**config.mk**
```make
export PLATFORM = sky130hd
export DESIGN_NAME = mem_stats_sequencer
export DESIGN_NICKNAME = d
export VERILOG_FILES = /design/src/rtl/mem_stats_sequencer.sv
export SDC_FILE = /design/constraint.sdc
export NUM_CORES = 1
export LEC_CHECK = 0
export BUFFER_PORTS_ARGS = -buffer_cell sky130_fd_sc_hd__buf_2
export CORE_MARGIN = 10
export CORE_UTILIZATION = 50
export DETAILED_ROUTE_END_ITERATION = 10
export PLACE_DENSITY = 0.77
export SKIP_CTS_REPAIR_TIMING = 1
export SLEW_MARGIN = 0
export SYNTH_ARGS = -nofsm -noshare
export SYNTH_HDL_FRONTEND = slang
export SYNTH_SLANG_ARGS = --single-unit
```
**constraint.sdc**
```tcl
create_clock -name CLK -period 2.9 [get_ports CLK]
set_input_delay 0.145 -clock CLK [delete_from_list [all_inputs] [get_ports CLK]]
set_output_delay 0.145 -clock CLK [all_outputs]
set_load 0.01 [all_outputs]
```
**src/rtl/mem_stats_sequencer.sv**
```systemverilog
// Memory-port sequencer: reads a length-prefixed byte list, computes max/min/floor-average
// and optionally writes them back (define STATS_WRITEBACK_EN to enable the writeback states).
module mem_stats_sequencer (
    input  logic       CLK,
    input  logic       RST_n,
    input  logic       Start,
    input  logic [7:0] Base_addr,
    input  logic [7:0] Result_addr,
    input  logic [7:0] Mem_rdata,
    output logic [7:0] Mem_addr,
    output logic [7:0] Mem_wdata,
    output logic       Mem_write,
    output logic       Busy,
    output logic       Done,
    output logic       Err,
    output logic [7:0] Max_out,
    output logic [7:0] Min_out,
    output logic [7:0] Avg_out
);

    typedef enum logic [2:0] {
        S_IDLE,
        S_LOAD,
        S_SCAN,
        S_DIV,
        S_WR_MAX,
        S_WR_MIN,
        S_WR_AVG,
        S_DONE
    } state_e;

    state_e      state_q, state_d;
    logic [7:0]  base_q, base_d;
    logic [7:0]  n_q, n_d;
    logic [7:0]  idx_q, idx_d;
    logic [7:0]  max_q, max_d;
    logic [7:0]  min_q, min_d;
    // sum_q is shifted left during DIV and ends up holding the quotient
    logic [15:0] sum_q, sum_d;
    logic [7:0]  rem_q, rem_d;
    logic        err_q, err_d;
    logic [7:0]  max_out_q, max_out_d;
    logic [7:0]  min_out_q, min_out_d;
    logic [7:0]  avg_out_q, avg_out_d;

    logic [8:0]  rem_shift;
    logic [7:0]  rem_sub;
    logic [7:0]  mem_addr_c;
    logic [7:0]  mem_wdata_c;
    logic        mem_write_c;

`ifdef STATS_WRITEBACK_EN
    logic [7:0]  res_q, res_d;
`else
    logic        unused_result_addr;
    assign unused_result_addr = ^Result_addr;
`endif

    // Restoring-divide step: remainder stays below N, so 8-bit subtraction is exact
    assign rem_shift = {rem_q, sum_q[15]};
    assign rem_sub   = rem_shift[7:0] - n_q;

    // NOTE: every variable gets a default before the case so no path leaves one unassigned (no latches).
    always_comb begin
        state_d     = state_q;
        base_d      = base_q;
        n_d         = n_q;
        idx_d       = idx_q;
        max_d       = max_q;
        min_d       = min_q;
        sum_d       = sum_q;
        rem_d       = rem_q;
        err_d       = err_q;
        max_out_d   = max_out_q;
        min_out_d   = min_out_q;
        avg_out_d   = avg_out_q;
        mem_addr_c  = 8'h00;
        mem_wdata_c = 8'h00;
        mem_write_c = 1'b0;
`ifdef STATS_WRITEBACK_EN
        res_d       = res_q;
`endif
        case (state_q)
            S_IDLE: begin
                if (Start) begin
                    state_d = S_LOAD;
                    base_d  = Base_addr;
                    err_d   = 1'b0;
`ifdef STATS_WRITEBACK_EN
                    res_d   = Result_addr;
`endif
                end
            end
            S_LOAD: begin
                mem_addr_c = base_q;
                n_d   = Mem_rdata;
                max_d = 8'h00;
                min_d = 8'hFF;
                sum_d = 16'h0000;
                rem_d = 8'h00;
                idx_d = 8'h00;
                if (Mem_rdata == 8'h00) begin
                    state_d   = S_DONE;
                    err_d     = 1'b1;
                    max_out_d = 8'h00;
                    min_out_d = 8'h00;
                    avg_out_d = 8'h00;
                end else begin
                    state_d = S_SCAN;
                end
            end
            S_SCAN: begin
                mem_addr_c = base_q + 8'd1 + idx_q;
                if (Mem_rdata > max_q) max_d = Mem_rdata;
                if (Mem_rdata < min_q) min_d = Mem_rdata;
                sum_d = sum_q + {8'h00, Mem_rdata};
                idx_d = idx_q + 8'd1;
                if (idx_q == n_q - 8'd1) begin
                    state_d = S_DIV;
                    idx_d   = 8'h00;
                end
            end
            S_DIV: begin
                if (rem_shift >= {1'b0, n_q}) begin
                    rem_d = rem_sub;
                    sum_d = {sum_q[14:0], 1'b1};
                end else begin
                    rem_d = rem_shift[7:0];
                    sum_d = {sum_q[14:0], 1'b0};
                end
                idx_d = idx_q + 8'd1;
                if (idx_q == 8'd15) begin
`ifdef STATS_WRITEBACK_EN
                    state_d = S_WR_MAX;
`else
                    state_d   = S_DONE;
                    max_out_d = max_q;
                    min_out_d = min_q;
                    avg_out_d = sum_d[7:0];
`endif
                end
            end
`ifdef STATS_WRITEBACK_EN
            S_WR_MAX: begin
                mem_write_c = 1'b1;
                mem_addr_c  = res_q;
                mem_wdata_c = max_q;
                state_d     = S_WR_MIN;
            end
            S_WR_MIN: begin
                mem_write_c = 1'b1;
                mem_addr_c  = res_q + 8'd1;
                mem_wdata_c = min_q;
                state_d     = S_WR_AVG;
            end
            S_WR_AVG: begin
                mem_write_c = 1'b1;
                mem_addr_c  = res_q + 8'd2;
                mem_wdata_c = sum_q[7:0];
                state_d     = S_DONE;
                max_out_d   = max_q;
                min_out_d   = min_q;
                avg_out_d   = sum_q[7:0];
            end
`endif
            S_DONE: begin
                state_d = S_IDLE;
            end
            default: begin
                state_d = S_IDLE;
            end
        endcase
    end

    // NOTE: sequential state uses non-blocking assignments so all registers update together at the edge.
    always_ff @(posedge CLK or negedge RST_n) begin
        if (!RST_n) begin
            state_q   <= S_IDLE;
            base_q    <= 8'h00;
            n_q       <= 8'h00;
            idx_q     <= 8'h00;
            max_q     <= 8'h00;
            min_q     <= 8'h00;
            sum_q     <= 16'h0000;
            rem_q     <= 8'h00;
            err_q     <= 1'b0;
            max_out_q <= 8'h00;
            min_out_q <= 8'h00;
            avg_out_q <= 8'h00;
`ifdef STATS_WRITEBACK_EN
            res_q     <= 8'h00;
`endif
        end else begin
            state_q   <= state_d;
            base_q    <= base_d;
            n_q       <= n_d;
            idx_q     <= idx_d;
            max_q     <= max_d;
            min_q     <= min_d;
            sum_q     <= sum_d;
            rem_q     <= rem_d;
            err_q     <= err_d;
            max_out_q <= max_out_d;
            min_out_q <= min_out_d;
            avg_out_q <= avg_out_d;
`ifdef STATS_WRITEBACK_EN
            res_q     <= res_d;
`endif
        end
    end

    // Memory strobes are decoded from state so reset removes them immediately
    assign Mem_addr  = mem_addr_c;
    assign Mem_wdata = mem_wdata_c;
    assign Mem_write = mem_write_c;
    assign Busy      = (state_q != S_IDLE);
    assign Done      = (state_q == S_DONE);
    assign Err       = err_q;
    assign Max_out   = max_out_q;
    assign Min_out   = min_out_q;
    assign Avg_out   = avg_out_q;

endmodule

```
==> impl_metrics.env, run 1 <==
export IMPL_status="complete, no violations"
export IMPL_syn_avg_cell_area_um2=9.09
export IMPL_end_kind="primary output"
export IMPL_drc=0
export IMPL_ys_async_sr_fraction=1.00
export IMPL_clock_fmax_mhz=379
export IMPL_grt_overflow=0
export IMPL_antenna_found_initial=0
export IMPL_r2r_cells=10
export IMPL_synth_edff_count=0
export IMPL_final_nets=747
export IMPL_multi_input_area_mm2=0.00306
export IMPL_post_route_period_util=0.909
export IMPL_fin_crit_ns=2.64
export IMPL_clock_sinks=92
export IMPL_worstSetupPathType="flop to primary output"
export IMPL_fp_dieH_um=126
export IMPL_first_global_vias=5061
export IMPL_setup_tns_final_ns=0
export IMPL_whs_path_depth=3
export IMPL_vias=4872
export IMPL_die_w_um=126
export IMPL_startpoint_type="flop"
export IMPL_cp_top_family="compound AO/OA/AOI/OAI gates"
export IMPL_crit_slowest_cell="dfrtp_1"
export IMPL_pin_count=71
export IMPL_drtAntennaViolNets=0
export IMPL_path_cells="ha_1 -> nor2b_1 -> o21ai_1 -> a21oi_1 -> o41ai_2 -> xor2_1 -> or3_1 -> o21ai_0 -> buf_2"
export IMPL_layout_drive_gt1_share=0.156
export IMPL_setup_viol=0
export IMPL_rrSetupSlack_ns=0.33
export IMPL_routed_wl_mm=14.7
export IMPL_worst_path_buf_inv=1
export IMPL_cts_buffers=9
export IMPL_cts_tree="yes"
export IMPL_final_common_cell="dfrtp_1"
export IMPL_reg2reg_from="sum_q[0]$_DFFE_PN0P_"
export IMPL_routed_via_density=5.93
export IMPL_n_fill_cell=923
export IMPL_cap_violations=0
export IMPL_drtIter0Drc=362
export IMPL_slew_headroom=0.476
export IMPL_cp_arrival_ns=2.49
export IMPL_die_area_mm2=0.0159
export IMPL_core_area_mm2=0.0109
export IMPL_mostFrequentLayoutCells="dfrtp_1 (92), nand2_1 (81), o21ai_0 (65), buf_2 (52), inv_1 (43)"
export IMPL_grt_pass1_wl_mm=25.1
export IMPL_place_area_mm2=0.00607
export IMPL_antenna_cells=0
export IMPL_clockBufferDepth=2
export IMPL_clk_pin_slew_ns=0.07
export IMPL_crit_fanout=6
export IMPL_drt_pass1_iterations=5
export IMPL_holdCritStartpoint="Base_addr[7]"
export IMPL_p_leak_nw=3.02
export IMPL_synth_seq_cells=92
export IMPL_final_seq_area_mm2=0.00230
export IMPL_skew_ns=0.00780
export IMPL_cts_root_buffer="clkbuf_16"
export IMPL_rsz0062_at_grt="no"
export IMPL_ys_warn_count=0
export IMPL_vdd_ir_drop_max_v=0.000644
export IMPL_grt_use_total=0.186
export IMPL_ys_seq_area_frac=0.408
export IMPL_htreeDepth=3
export IMPL_cp_required_ns=2.76
export IMPL_synth_main_ff_cell="dfrtp_1"
export IMPL_design_area_mm2=0.00644
export IMPL_power_mw=8.09
export IMPL_slew_violations=0
export IMPL_synth_distinct_cells=60
export IMPL_dpl_hpwl_mm=10.7
export IMPL_hold_end="base_q[7]$_DFFE_PN0P_"
export IMPL_hold_path_class="primary input to flop"
export IMPL_area_growth_pct=14.1
export IMPL_worst_pin_slew_ns=0.783
export IMPL_hold_violations=0
export IMPL_num_rows=38
export IMPL_power_density_mw_per_mm2=1260
export IMPL_synth_cells=621
export IMPL_fin_util=0.589
export IMPL_start_util=0.516
export IMPL_syn_area_mm2=0.00565
export IMPL_grt_start_max_net_pins=56
export IMPL_port_buffers=53
export IMPL_cp_slowest_stage_delay_ns=0.45
export IMPL_place_gp_congestion=0.878
export IMPL_worstSkewPairLatency_ns=0.34
export IMPL_wl_per_cell_um=17.9
export IMPL_rr_endpoint="sum_q[14]$_DFFE_PN0P_"
[worst max-delay path by stage]
stage	startpoint	cells past startpoint	to
3_5_place_dp	sum_q[0]$_DFFE_PN0P_	10	sum_q[14]$_DFFE_PN0P_
3_3_place_gp	sum_q[0]$_DFFE_PN0P_	10	sum_q[14]$_DFFE_PN0P_
6_report	idx_q[1]$_DFFE_PN0P_	9	Mem_addr[7]
2_1_floorplan	n_q[1]$_DFFE_PN0P_	10	rem_q[1]$_DFFE_PN0P_
4_1_cts	idx_q[1]$_DFFE_PN0P_	9	Mem_addr[7]
5_1_grt	idx_q[2]$_DFFE_PN0P_	8	Mem_addr[7]
[area by class of cell]
type,count,area share
clock inverters,5,0.0194
flip-flops and latches,92,0.357
inverters,44,0.0256
repair buffers,69,0.0606
multi-input cells,461,0.474
clock buffers,10,0.0355
well taps,140,0.0272
[per-stage QoR]
step | hold WS (ns) | setup WS, ns | instances
floorplan | -0.151 | 0.618 | 629
global placement | 0.226 | 0.391 | 805
detailed placement | 0.235 | 0.255 | 805
CTS | -0.127 | 0.0945 | 820
global route | 0.0394 | 0.0570 | 821
finish | 0.00996 | 0.263 | 821
[routing by layer]
layer,GRT usage,wire length (um)
met5,0,0
met4,0.0730,314
met3,0.0348,896
met2,0.312,7100
met1,0.230,6410
[worst min-delay path, delay by kind of cell]
family          cells  cell delay, ns
buf+inv             1            0.08
simple gates        1            0.03
compound gates      1            0.06
[synth_stat cells, drive strengths merged (2+ instances only)]
cell | number | share of area
o311ai | 3 | 0.0047
nor4b | 2 | 0.0031
nor2b | 8 | 0.0089
xor2 | 10 | 0.016
nand2 | 82 | 0.056
a22oi | 9 | 0.015
nand4 | 7 | 0.0078
and3 | 6 | 0.0066
nand2b | 6 | 0.0066
or4 | 7 | 0.010
or2 | 5 | 0.0055
nor2 | 40 | 0.027
a221o | 2 | 0.0035
a31oi | 4 | 0.0071
o22ai | 3 | 0.0033
a22o | 10 | 0.016
o211ai | 3 | 0.0040
buf | 18 | 0.020
o21bai | 3 | 0.0040
nor4 | 7 | 0.0078
o22a | 8 | 0.012
o21ai | 73 | 0.065
clkbuf | 14 | 0.0093
a221oi | 3 | 0.0047
o21a | 7 | 0.0093
inv | 44 | 0.029
ha | 40 | 0.089
a211oi | 4 | 0.0053
a21oi | 25 | 0.022
xnor2 | 13 | 0.020
a21o | 5 | 0.0066
mux2i | 9 | 0.016
nand3 | 11 | 0.0098
dfrtp | 92 | 0.41
nor3 | 9 | 0.0098
mux2 | 6 | 0.012
a32oi | 2 | 0.0031
fa | 3 | 0.011
a21boi | 2 | 0.0027
or3 | 3 | 0.0033
o31ai | 4 | 0.0053
[kinds of logic after synthesis]
family                   after synthesis  share of synthesized area
adder cells (fa/ha/maj)               43                     0.0993
flip-flops                            92                      0.408
XOR/XNOR                              23                     0.0357
multiplexers                          15                     0.0279
AND/OR/NAND/NOR                      194                      0.163
other                                  1                   0.000664
AO/OA/AOI/OAI                        177                      0.207
buffers and inverters                 76                     0.0583
[flip-flops by register name (all words and copies together), names as in the netlist]
register and count:
n_q 8, base_q 8, min_q 8, state_q 3, max_q 8, rem_q 8, Min_out 8, Err 1
sum_q 16, idx_q 8, Avg_out 8, Max_out 8
[report_power, final]
part | leakage, nW | switching (mW) | internal [mW]
clock | 0.173 | 0.489 | 0.924
combinational | 1.74 | 2.41 | 1.82
sequential | 1.11 | 0.573 | 1.87
total | 3.02 | 3.47 | 4.62
(Power assumes the default switching activity.)
==> run 2: changes to the inputs <==
- RECOVER_POWER: not set -> 50
- clock period: 2.9 -> 2.45 ns (I/O delays scaled with it)
==> run 2 against run 1 <==
Against the previous run:
- the run now ends with negative hold slack, negative setup slack left
- sequential cell count unchanged
- final cell count is 2.3% higher
- combinational power up 28%
- largest cell class unchanged
- largest power group unchanged
==> impl_metrics.env, run 2 (same netlist as run 1, synthesis figures left out) <==
export IMPL_status="finished, violations left"
export IMPL_violations="negative hold slack, negative setup slack"
export IMPL_clockBufferDepth=2
export IMPL_fin_util=0.603
export IMPL_grt_overflow=0
export IMPL_area_growth_pct=16.8
export IMPL_die_area_mm2=0.0159
export IMPL_seqPwrFrac=0.287
export IMPL_holdCritStartpoint="Base_addr[7]"
export IMPL_cp_slowest_stage_delay_ns=0.46
export IMPL_rsz0062_at_grt="yes"
export IMPL_cp_required_ns=2.33
export IMPL_slew_violations=0
export IMPL_cp_arrival_ns=2.35
export IMPL_largest_reg_flops=16
export IMPL_comb_power_share=0.552
export IMPL_vias=4980
export IMPL_worst_pin_slew_ns=1.27
export IMPL_cp_top_family="compound AO/OA/AOI/OAI gates"
export IMPL_routed_wl_mm=15.1
export IMPL_drc=0
export IMPL_start_util=0.516
export IMPL_hold_path_class="primary input to flop"
export IMPL_grt_pass1_wl_mm=24.8
export IMPL_htreeDepth=3
export IMPL_preCtsSetupSlack_ns=0.0578
export IMPL_grt_start_max_net_pins=51
export IMPL_drt_pass1_iterations=5
export IMPL_cp_common_cell="o21ai_0"
export IMPL_post_route_period_util=1.01
export IMPL_startpoint_type="flop"
export IMPL_postLayoutSetupSlackWorst_ns=-0.0184
export IMPL_cts_buffers=9
export IMPL_routed_via_density=5.93
export IMPL_worstSetupPathType="flop to primary output"
export IMPL_holdWs_ns=-0.00502
export IMPL_wl_per_cell_um=18.0
export IMPL_mostFrequentLayoutCells="dfrtp_1 (90), nand2_1 (81), o21ai_0 (61), nor2_1 (40), inv_1 (39)"
export IMPL_cts_tree="yes"
export IMPL_pin_count=71
export IMPL_path_cells="ha_1 -> o21ai_0 -> a21oi_1 -> o41ai_2 -> xor2_1 -> or3_1 -> o21ai_0 -> buf_2"
export IMPL_crit_slowest_cell="dfrtp_2"
export IMPL_setup_viol=1
export IMPL_drtIter0Drc=457
export IMPL_power_mw=9.82
export IMPL_hold_violations=2
export IMPL_whs_path_depth=3
export IMPL_rr_endpoint="sum_q[9]$_DFFE_PN0P_"
export IMPL_clk_pin_slew_ns=0.06
export IMPL_antenna_found_initial=0
export IMPL_setup_tns_final_ns=-0.0184
export IMPL_cap_violations=0
export IMPL_cts_root_buffer="clkbuf_16"
export IMPL_place_gp_congestion=0.871
export IMPL_clock_fmax_mhz=405
export IMPL_top_register="sum_q"
export IMPL_power_clock_fraction=0.161
export IMPL_p_sw_mw=4.25
export IMPL_worst_path_buf_inv=1
export IMPL_end_kind="primary output"
export IMPL_r2r_cells=9
export IMPL_internal_power_mw=5.58
export IMPL_antenna_cells=0
export IMPL_p_leak_nw=3.03
export IMPL_fp_dieH_um=126
export IMPL_worstSkewPairLatency_ns=0.35
export IMPL_power_density_mw_per_mm2=1490
export IMPL_fin_crit_ns=2.47
export IMPL_drtAntennaViolNets=0
export IMPL_power_switching_share=0.432
export IMPL_clock_sinks=92
export IMPL_grt_use_total=0.185
export IMPL_slew_headroom=0.152
export IMPL_rrSetupSlack_ns=0.08
export IMPL_core_area_mm2=0.0109
export IMPL_hold_end="base_q[7]$_DFFE_PN0P_"
export IMPL_vdd_ir_drop_max_v=0.000844
export IMPL_dpl_hpwl_mm=10.7
export IMPL_final_nets=767
export IMPL_first_global_vias=5066
export IMPL_reg2reg_from="sum_q[1]$_DFFE_PN0P_"
export IMPL_die_w_um=126
export IMPL_num_rows=38
export IMPL_layout_drive_gt1_share=0.164
export IMPL_port_buffers=53
export IMPL_final_common_cell="dfrtp_1"
export IMPL_skew_ns=0.00674
export IMPL_crit_fanout=7
## run 2: cell count changes in the layout (fill, tap and decap cells not counted), moves of 4 or more
cell / delta
buf_2: -25
clkbuf_1: +24
buf_4: +17
inv_1: -4
inv_2: +4
o21ai_0: -4
## run 2: stage by stage
| step | cell area (um^2) | std cells |
|---|---|---|
| floorplan | 5680 | 629 |
| global placement | 6180 | 818 |
| detailed placement | 6180 | 818 |
| CTS | 6520 | 832 |
| global route | 6590 | 840 |
| finish | 6590 | 840 |
## run 2: worst max path at each step
| stage | from | endpoint | slack (ns) | cells after the start |
|---|---|---|---|---|
| after global routing | idx_q[3]$_DFFE_PN0P_ | Mem_addr[7] | -0.09 | 8 |
| final | idx_q[3]$_DFFE_PN0P_ | Mem_addr[7] | -0.02 | 8 |
| after global placement | sum_q[1]$_DFFE_PN0P_ | sum_q[11]$_DFFE_PN0P_ | 0.13 | 8 |
| after CTS | base_q[1]$_DFFE_PN0P_ | Mem_addr[7] | -0.22 | 9 |
| after detailed placement | sum_q[0]$_DFFE_PN0P_ | sum_q[8]$_DFFE_PN0P_ | 0.06 | 11 |
| after floorplan | n_q[1]$_DFFE_PN0P_ | rem_q[1]$_DFFE_PN0P_ | 0.17 | 10 |
## run 2: power groups by stage
stage          clock [mW]  sequential, mW  combinational, mW
6_report             1.58            2.82               5.43
5_1_grt              1.66            2.90               6.04
4_1_cts              1.60            2.78               5.19
3_5_place_dp            0            2.80               5.13
3_3_place_gp            0            2.76               4.91
2_1_floorplan           0            2.79               3.58
## run 2: per-layer routing
metal | part of all wire | routed length [um] | up-vias | global-route usage
met5 | 0 | 0 | - | 0
met1 | 0.44 | 6590 | 2416 | 0.228
met3 | 0.052 | 789 | 31 | 0.0298
met4 | 0.022 | 336 | 0 | 0.0630
li1 | - | - | 2345 | -
met2 | 0.49 | 7380 | 188 | 0.318
## run 2: layout make-up
| class | count | area, um^2 |
|---|---|---|
| timing repair buffer | 89 | 510 |
| clock inverter | 4 | 98.8 |
| inverter | 44 | 165 |
| fill | 897 | 4340 |
| clock buffer | 10 | 239 |
| tap | 140 | 175 |
| sequential | 92 | 2300 |
| multi-input combinational | 461 | 3100 |
## run 2: worst register-to-register path, cell delays in order (launching register included)
cell       delay, ns
dfrtp_1         0.41
ha_1            0.30
a21o_1          0.18
a21oi_1         0.26
o21ai_1         0.17
a2111oi_4       0.45
buf_4           0.21
nor4_1          0.05
a31oi_1         0.14
nand2_1         0.06
==> run 3: changes to the inputs <==
- PLACE_DENSITY: 0.77 -> 0.75
==> run 3 against run 2 <==
Against the previous run:
- the run still ends with negative hold slack, negative setup slack left
- critical path type unchanged
- utilization is 0.069 points lower
- non-clock buffer count is 2 higher
- sequential power hardly changed
- global-route usage is 0.36 points higher
- critical path depth stayed put
- maximum frequency is 0.64% lower
- worst setup slack worse by 0.016 ns
- total power is 1.0% lower
- sequential share of layout area is 0.059 points higher
==> impl_metrics.env, run 3 (same netlist as run 1, synthesis figures left out) <==
export IMPL_status="finished, violations left"
export IMPL_violations="negative hold slack, negative setup slack"
export IMPL_rr_endpoint="idx_q[5]$_DFFE_PN0P_"
export IMPL_preCtsSetupSlack_ns=0.0923
export IMPL_clockBufferDepth=2
export IMPL_dpl_hpwl_mm=10.9
export IMPL_largest_reg_flops=16
export IMPL_path_cells="ha_1 -> o21ai_1 -> a21oi_2 -> o41ai_2 -> xor2_1 -> or3_1 -> o21ai_1 -> buf_2"
export IMPL_drtIter0Drc=412
export IMPL_cts_tree="yes"
export IMPL_cp_arrival_ns=2.36
export IMPL_cts_root_buffer="clkbuf_16"
export IMPL_worst_path_stages=8
export IMPL_end_kind="primary output"
export IMPL_top_register="sum_q"
export IMPL_startpoint_type="flop"
export IMPL_dp_cells=820
export IMPL_p_sw_mw=4.32
export IMPL_hold_path_class="primary input to flop"
export IMPL_place_gp_congestion=0.910
export IMPL_final_nets=769
export IMPL_reg2reg_from="n_q[0]$_DFFE_PN0P_"
export IMPL_area_growth_pct=16.6
export IMPL_setup_viol=2
export IMPL_worst_path_buf_inv=1
export IMPL_power_density_mw_per_mm2=1480
export IMPL_comb_power_share=0.569
export IMPL_power_clock_fraction=0.141
export IMPL_seqPwrFrac=0.290
export IMPL_drc=0
export IMPL_rrSetupSlack_ns=0.12
export IMPL_crit_start="idx_q[4]$_DFFE_PN0P_"
export IMPL_final_common_cell="dfrtp_1"
export IMPL_p_leak_nw=3.04
export IMPL_vias=5022
export IMPL_grt_start_max_net_pins=71
export IMPL_routed_wl_mm=15.2
export IMPL_clk_pin_slew_ns=0.06
export IMPL_num_rows=38
export IMPL_power_switching_share=0.444
export IMPL_pin_count=71
export IMPL_instances_no_fill=842
export IMPL_rsz0062_at_grt="yes"
export IMPL_crit_slowest_cell="dfrtp_1"
export IMPL_r2r_cells=7
export IMPL_endpoint="Mem_addr[7]"
export IMPL_cap_violations=0
export IMPL_skew_ns=0.00821
export IMPL_grt_use_total=0.188
export IMPL_antenna_found_initial=0
export IMPL_cts_buffers=9
export IMPL_fp_dieH_um=126
export IMPL_first_global_vias=4986
export IMPL_hold_violations=1
export IMPL_worstSkewPairLatency_ns=0.35
export IMPL_fin_util=0.602
export IMPL_clock_fmax_mhz=403
export IMPL_crit_fanout=8
export IMPL_port_buffers=53
export IMPL_internal_power_mw=5.41
export IMPL_antenna_cells=0
export IMPL_die_area_mm2=0.0159
export IMPL_wl_per_cell_um=18.1
export IMPL_cp_top_family="compound AO/OA/AOI/OAI gates"
export IMPL_vdd_ir_drop_max_v=0.000694
export IMPL_setup_tns_final_ns=-0.0422
export IMPL_core_area_mm2=0.0109
export IMPL_worst_pin_slew_ns=1.29
export IMPL_routed_via_density=5.96
export IMPL_cp_slowest_stage_delay_ns=0.47
export IMPL_mostFrequentLayoutCells="dfrtp_1 (89), nand2_1 (81), o21ai_0 (60), inv_1 (39), nor2_1 (39)"
export IMPL_holdWs_ns=-0.0189
export IMPL_grt_overflow=0
export IMPL_slew_violations=0
export IMPL_clock_sinks=92
export IMPL_cp_common_cell="o21ai_1"
export IMPL_die_w_um=126
export IMPL_post_route_period_util=1.01
export IMPL_grt_pass1_wl_mm=25.1
export IMPL_drt_pass1_iterations=7
export IMPL_postLayoutSetupSlackWorst_ns=-0.0343
export IMPL_start_util=0.516
export IMPL_htreeDepth=3
export IMPL_drtAntennaViolNets=0
export IMPL_cp_required_ns=2.33
export IMPL_layout_drive_gt1_share=0.181
export IMPL_fin_crit_ns=2.48
export IMPL_worstSetupPathType="flop to primary output"
export IMPL_slew_headroom=0.138
-- run 3: metrics by stage --
step	instance area (um^2)	hold WS [ns]	power [mW]
CTS	6480	-0.323	9.38
floorplan	5680	-0.173	6.37
finish	6590	-0.0189	9.72
detailed placement	6200	0.0494	7.97
global placement	6200	0.0384	7.72
global route	6590	0.00391	10.5
-- run 3: worst min-delay path by stage --
stage	startpoint	end	slack, ns	depth (start not counted)
after floorplan	RST_n	Avg_out[0]$_DFFE_PN0P_	-0.17	0
after global placement	RST_n	base_q[5]$_DFFE_PN0P_	0.04	1
after detailed placement	RST_n	base_q[5]$_DFFE_PN0P_	0.05	1
after CTS	RST_n	idx_q[7]$_DFFE_PN0P_	-0.32	1
after global routing	Base_addr[2]	base_q[2]$_DFFE_PN0P_	0.004	2
final	Base_addr[1]	base_q[1]$_DFFE_PN0P_	-0.02	3
-- run 3: layout make-up --
| class | instances | area [um^2] |
|---|---|---|
| Clock inverter | 4 | 52.6 |
| Timing Repair Buffer | 91 | 539 |
| Tap cell | 140 | 175 |
| Sequential cell | 92 | 2310 |
| Inverter | 44 | 168 |
| Fill cell | 921 | 4350 |
| Clock buffer | 10 | 229 |
| Multi-Input combinational cell | 461 | 3120 |
-- run 3: worst reg2reg max path: cells and delay by family, from the launching register on --
| family | cells | cell delay [ns] |
|---|---|---|
| flip-flops | 1 | 0.45 |
| AND/OR/NAND/NOR | 3 | 1.22 |
| XOR/XNOR | 1 | 0.09 |
| buffers and inverters | 1 | 0.17 |
| AO/OA/AOI/OAI | 2 | 0.28 |
-- run 3: routing by layer --
metal  vias up  wire length [um]  global-route usage  share of wire
li1       2346                 -                   -              -
met1      2460              6620               0.242           0.43
met2       185              7320               0.304           0.48
met3        31               970              0.0407          0.064
met4         0               327              0.0697          0.021
met5         -                 0                   0              0
-- run 3: power by group through the flow --
stage / clock [mW] / sequential [mW] / combinational [mW]
detailed placement: 0 / 2.80 / 5.16
CTS: 1.38 / 2.78 / 5.23
global route: 1.45 / 2.91 / 6.17
finish: 1.37 / 2.82 / 5.53
global placement: 0 / 2.76 / 4.96
floorplan: 0 / 2.79 / 3.58
